===== src/rtl/ex_mem_split.sv =====
// ex_mem_split: stages one AGU access into one or two line-relative L1 requests
// and merges returned line data into an extended 64-bit load result.
module ex_mem_split (
    input  logic         clock,
    input  logic         reset,
    input  logic         agValid,
    output logic         agReady,
    input  logic [47:0]  agAddr,
    input  logic [7:0]   idUIxt,
    input  logic         agStore,
    input  logic [63:0]  agData,
    input  logic         srT,
    output logic         memReqValid,
    input  logic         memReqReady,
    output logic [47:0]  memReqAddr,
    output logic [15:0]  memReqMask,
    output logic [127:0] memReqData,
    output logic         memReqStore,
    input  logic         memRespValid,
    input  logic [127:0] memRespData,
    output logic         ldValid,
    output logic [63:0]  ldData
);

    typedef enum logic [2:0] {
        IDLE, REQ0, WAIT0, REQ1, WAIT1, DONE
    } state_e;

    state_e         state_q;
    logic [43:0]    line_q;
    logic [3:0]     off_q;
    logic [1:0]     size_q;
    logic           zext_q;
    logic           store_q;
    logic           split_q;
    logic [15:0]    mask1_q;
    logic [63:0]    data1_q;
    logic [127:0]   resp0_q;
    logic           req_valid_q;
    logic [47:0]    req_addr_q;
    logic [15:0]    req_mask_q;
    logic [127:0]   req_data_q;
    logic           req_store_q;
    logic           ld_valid_q;
    logic [63:0]    ld_data_q;

    logic [7:0]     bm8;
    logic [31:0]    mask32;
    logic [191:0]   data192;
    logic           cc_pass;
    logic [255:0]   line256;
    logic [63:0]    win;
    logic [63:0]    ld_d;
    logic           unused_ixt;

    assign unused_ixt = ^{idUIxt[3], idUIxt[1:0]};

    always_comb begin
        bm8 = 8'h01;
        unique case (idUIxt[5:4])
            2'd0: bm8 = 8'h01;
            2'd1: bm8 = 8'h03;
            2'd2: bm8 = 8'h0F;
            2'd3: bm8 = 8'hFF;
        endcase
        cc_pass = 1'b1;
        unique case (idUIxt[7:6])
            2'd0: cc_pass = 1'b1;
            2'd1: cc_pass = 1'b0;
            2'd2: cc_pass = srT;
            2'd3: cc_pass = !srT;
        endcase
    end

    assign mask32  = {24'h0, bm8} << agAddr[3:0];
    assign data192 = {128'h0, agData} << {agAddr[3:0], 3'b000};

    // Second half is the live response only when completing the split beat.
    assign line256 = (state_q == WAIT1) ? {memRespData, resp0_q}
                                        : {128'h0, memRespData};
    assign win = line256[{1'b0, off_q, 3'b000} +: 64];

    always_comb begin
        ld_d = win;
        unique case (size_q)
            2'd0: ld_d = zext_q ? {56'h0, win[7:0]}
                                : {{56{win[7]}}, win[7:0]};
            2'd1: ld_d = zext_q ? {48'h0, win[15:0]}
                                : {{48{win[15]}}, win[15:0]};
            2'd2: ld_d = zext_q ? {32'h0, win[31:0]}
                                : {{32{win[31]}}, win[31:0]};
            2'd3: ld_d = win;
        endcase
        if (store_q) ld_d = 64'h0;
    end

    always_ff @(posedge clock or negedge reset) begin
        if (!reset) begin
            state_q     <= IDLE;
            line_q      <= '0;
            off_q       <= '0;
            size_q      <= '0;
            zext_q      <= 1'b0;
            store_q     <= 1'b0;
            split_q     <= 1'b0;
            mask1_q     <= '0;
            data1_q     <= '0;
            resp0_q     <= '0;
            req_valid_q <= 1'b0;
            req_addr_q  <= '0;
            req_mask_q  <= '0;
            req_data_q  <= '0;
            req_store_q <= 1'b0;
            ld_valid_q  <= 1'b0;
            ld_data_q   <= '0;
        end else begin
            ld_valid_q <= 1'b0;
            unique case (state_q)
                IDLE: if (agValid) begin
                    line_q  <= agAddr[47:4];
                    off_q   <= agAddr[3:0];
                    size_q  <= idUIxt[5:4];
                    zext_q  <= idUIxt[2];
                    store_q <= agStore;
                    split_q <= |mask32[31:16];
                    mask1_q <= mask32[31:16];
                    data1_q <= data192[191:128];
                    if (cc_pass) begin
                        state_q     <= REQ0;
                        req_valid_q <= 1'b1;
                        req_addr_q  <= {agAddr[47:4], 4'h0};
                        req_mask_q  <= mask32[15:0];
                        req_data_q  <= data192[127:0];
                        req_store_q <= agStore;
                    end else begin
                        state_q    <= DONE;
                        ld_valid_q <= 1'b1;
                        ld_data_q  <= '0;
                    end
                end
                REQ0: if (memReqReady) begin
                    req_valid_q <= 1'b0;
                    state_q     <= WAIT0;
                end
                WAIT0: if (memRespValid) begin
                    resp0_q <= memRespData;
                    if (split_q) begin
                        state_q     <= REQ1;
                        req_valid_q <= 1'b1;
                        req_addr_q  <= {line_q + 44'd1, 4'h0};
                        req_mask_q  <= mask1_q;
                        req_data_q  <= {64'h0, data1_q};
                    end else begin
                        state_q    <= DONE;
                        ld_valid_q <= 1'b1;
                        ld_data_q  <= ld_d;
                    end
                end
                REQ1: if (memReqReady) begin
                    req_valid_q <= 1'b0;
                    state_q     <= WAIT1;
                end
                WAIT1: if (memRespValid) begin
                    state_q    <= DONE;
                    ld_valid_q <= 1'b1;
                    ld_data_q  <= ld_d;
                end
                DONE: state_q <= IDLE;
                default: state_q <= IDLE;
            endcase
        end
    end

    assign agReady     = (state_q == IDLE);
    assign memReqValid = req_valid_q;
    assign memReqAddr  = req_addr_q;
    assign memReqMask  = req_mask_q;
    assign memReqData  = req_data_q;
    assign memReqStore = req_store_q;
    assign ldValid     = ld_valid_q;
    assign ldData      = ld_data_q;

endmodule


===== config.mk =====
export PLATFORM = sky130hd
export DESIGN_NAME = ex_mem_split
export DESIGN_NICKNAME = d
export VERILOG_FILES = /design/src/rtl/ex_mem_split.sv
export SDC_FILE = /design/constraint.sdc
export NUM_CORES = 2
export LEC_CHECK = 0
export ABC_CLOCK_PERIOD_IN_PS = 6500
export CELL_PAD_IN_SITES_DETAIL_PLACEMENT = 1
export CELL_PAD_IN_SITES_GLOBAL_PLACEMENT = 1
export CORE_MARGIN = 1.5
export CORE_UTILIZATION = 40
export CTS_CLUSTER_SIZE = 8
export DETAILED_ROUTE_END_ITERATION = 16
export GPL_TIMING_DRIVEN = 0
export PLACE_DENSITY = 0.84
export SLEW_MARGIN = 5
export SYNTH_ARGS = -nofsm -noshare
export SYNTH_HDL_FRONTEND = slang
export SYNTH_SLANG_ARGS = --single-unit

===== constraint.sdc =====
create_clock -name clock -period 6.5 [get_ports clock]
set_clock_uncertainty 0.05 [all_clocks]
set_input_delay 0.65 -clock clock [delete_from_list [all_inputs] [get_ports clock]]
set_output_delay 0.65 -clock clock [all_outputs]
set_load 0.02 [all_outputs]

==> results.toml <==
[detailed_routing]
viasPerCell = 6.61
antenna_left = 0
wl_mm = 176
vias = 32600
drtIter0Drc = 3626
drc_errors = 0
routedWlPerCell_um = 35.6
drtPass1Iterations = 8

[timing]
worst_pin_slew_ns = 1.44
fin_crit_ns = 4.79
final_hold_viol_count = 0
clock.fmax_mhz = 209
slew_violations = 0
setup_slack_ns = 1.71
rsz0062_at_grt = "no"
maxSlewHeadroom_pct = 1.05
setup_viol = 0
fin_crit_sh_pct = 73.8

[finish]
final_cell_mix = "890 x nand2_1, 503 x clkdlybuf4s50_1, 502 x dfrtp_1"
drive_gt1_share_pct = 8.31
area_delta_synth_final_pct = 28.1
stdcell_count = 4934
final_nets = 4204
final_area_mm2 = 0.0388
final_common_cell = "nand2_1"

[yosys]
synth_edf_count = 0
synth.area.mux_share_pct = 18.1
synthXorXnorAreaFrac_pct = 1.13
synth-compound-area-share_pct = 17.0
post-synth-top-area-fraction_pct = 41.5
seq_area_frac_synth_pct = 41.5
yosysWarnings = 0
yosysTopAreaCell = "dfrtp_1"
synthSimpleGateAreaFrac_pct = 17.8
synth_fa_ha_area_share_pct = 0.107
synth_top_family_by_area = "multiplexers"
ys_ff_latch = 502
synthArstFlopShare_pct = 100
syn_area_mm2 = 0.0303
avgSynthCellArea_um2 = 9.02
synth_ff_type = "dfrtp_1"
ys_top_cells_by_area = "dfrtp_1 41%, nand2_1 11%, mux2i_1 9.2%"
synth_cell_types = 80
synthCells = 3358

[worst_setup_path]
r2r_cells = 11
regToRegStartpoint = "state_q[2]"
crit_path_max_fanout = 10
worst-setup-path-type = "flip-flop to flip-flop"
rrSetupSlack_ns = 1.71
critPathRequiredTime_ns = 7.02
startpoint_type = "flip-flop"
worstPathArrival_ns = 5.31
cp-end-kind = "flip-flop"
r2r-end = "memReqData[62]"

[outcome]
violations = "max-capacitance violations"
status = "complete, but fails checks"

[cts]
cts_buffers = 73
cts.sinks = 502
cts_buffer_depth = 3
cts_root_buffer = "clkbuf_16"
clk_transition_reported_paths_ns = 0.05
clock_latency_ns = 0.67
cts_resized = 0
cts_tree = "yes"
htreeDepth = 3

[power_and_ir_drop]
total_power_w = 0.0213
power.density_mw_per_mm2 = 548
power_leakage_nw = 16.6
peakVddDrop_mv = 0.298

[worst_hold_path]
hold_path_class = "input pin to asynchronous set/reset pin"

[placed_design]
portBuffers = 504
dp_slack_ns = 1.55
dp_cells = 4840
place_congestion = 1.09
dpl-instance-area_mm2 = 0.0367
dp_hpwl_mm = 134

[global_routing]
grt_pass1_wl_mm = 248
antenna_found_initial = 11
grt_pass1_vias = 34000
grt_max_degree = 111
track_usage_pct = 44.9
grt-ovfl-total = 0

[floorplanning]
io_pins = 515
core-area_mm2 = 0.0747
dieHeight_um = 278
row_count = 100
start_util_pct = 40.5
die_w_um = 278
dieArea_mm2 = 0.0774

[flow_run]
drv_cap = 1
==> power breakdown <==
part | internal (W) | switching [W]
Clock | 0.00205 | 0.00162
Combinational | 0.00419 | 0.00778
Sequential | 0.00449 | 0.00113
==> worst max path at each step <==
stage | depth (start not counted) | startpoint | slack, ns | to
3_3_place_gp | 1 | reset | -19.14 | memReqAddr[13]
4_1_cts | 11 | state_q[2] | 1.88 | memReqData[62]
6_report | 11 | state_q[2] | 1.71 | memReqData[62]
3_5_place_dp | 10 | agValid | 1.55 | memReqData[62]
5_1_grt | 11 | state_q[2] | 1.68 | memReqData[62]
2_1_floorplan | 12 | state_q[2] | 3.54 | ldData[27]
==> cell usage after synthesis (all sizes together), types with 5 or more instances <==
cell type	count
nand2	890
dfrtp	502
o21ai	297
mux2i	278
nor2	221
clkbuf	185
a21oi	105
mux4	96
buf	95
a22oi	81
nand3	70
a221oi	66
mux2	49
a22o	46
nor3	31
xor2	23
o22ai	22
a32oi	21
a211oi	18
inv	18
nor2b	18
o221ai	17
a31oi	16
xnor2	16
and2	15
and3	15
o211ai	15
a2bb2oi	11
a32o	10
nand4	10
nor3b	10
a221o	9
o22a	8
nor4	7
nand2b	6
or3	6
a222oi	5
==> flip-flops by register name, indices dropped and copies added, names as in the netlist <==
signal       count
resp0_q        128
split_q          1
memReqMask      16
data1_q         56
off_q            4
store_q          1
state_q          3
memReqAddr      44
memReqData     128
zext_q           1
ldValid          1
ldData          64
mask1_q          7
line_q          44
size_q           2
memReqValid      1
memReqStore      1
==> through the flow <==
step	utilization (%)	TNS, ns	hold slack (ns)
final	52.0	0	0.327
after detailed placement	49.2	0	0.405
after floorplan	-	0	0.304
after CTS	51.9	0	0.328
after global placement	48.9	-9537.65	0.402
after global routing	51.9	0	0.328
==> final cells by class <==
| cell class | count | area, µm² |
|---|---|---|
| Antenna cell | 6 | 15.0 |
| Buffer | 280 | 1250 |
| Clock buffer | 78 | 1870 |
| Clock inverter | 8 | 195 |
| Fill cell | 8554 | 35900 |
| Inverter | 19 | 71.3 |
| Multi-Input combinational cell | 2560 | 16400 |
| Sequential cell | 502 | 12600 |
| Tap cell | 969 | 1210 |
| Timing Repair Buffer | 512 | 5210 |
==> logic make-up after synthesis <==
kind of cell               Yosys count
adders and majority gates            3
muxes                              423
buffers and inverters              299
DFF                                502
and+or+nand+nor                   1313
AOI/OAI and AO/OA                  778
xor gates and xnor gates            39
other                                1
==> timing repair <==
action                    in CTS  in global routing
hold endpoints to repair       6                  0
buffers inserted               0                  0
hold buffers                   1                  0
==> critical path, stage by stage, from the launching register on <==
cell	delay [ns]
dfrtp_1	0.38
buf_2	0.23
nor3_1	0.13
nand2_1	0.10
clkbuf_1	0.45
nor2_1	0.25
a21oi_1	0.54
clkbuf_1	0.59
clkbuf_1	0.84
clkbuf_1	0.82
nand2_1	0.15
o21ai_0	0.14
==> routing by layer <==
| layer | track usage, % | vias to the layer above | routed length, µm |
|---|---|---|---|
| li1 | - | 13200 | - |
| met1 | 51.1 | 16500 | 62000 |
| met2 | 71.7 | 2168 | 80200 |
| met3 | 10.5 | 729 | 15500 |
| met4 | 37.7 | 12 | 17800 |
| met5 | 0 | - | 60 |
(Power assumes the default switching activity.)
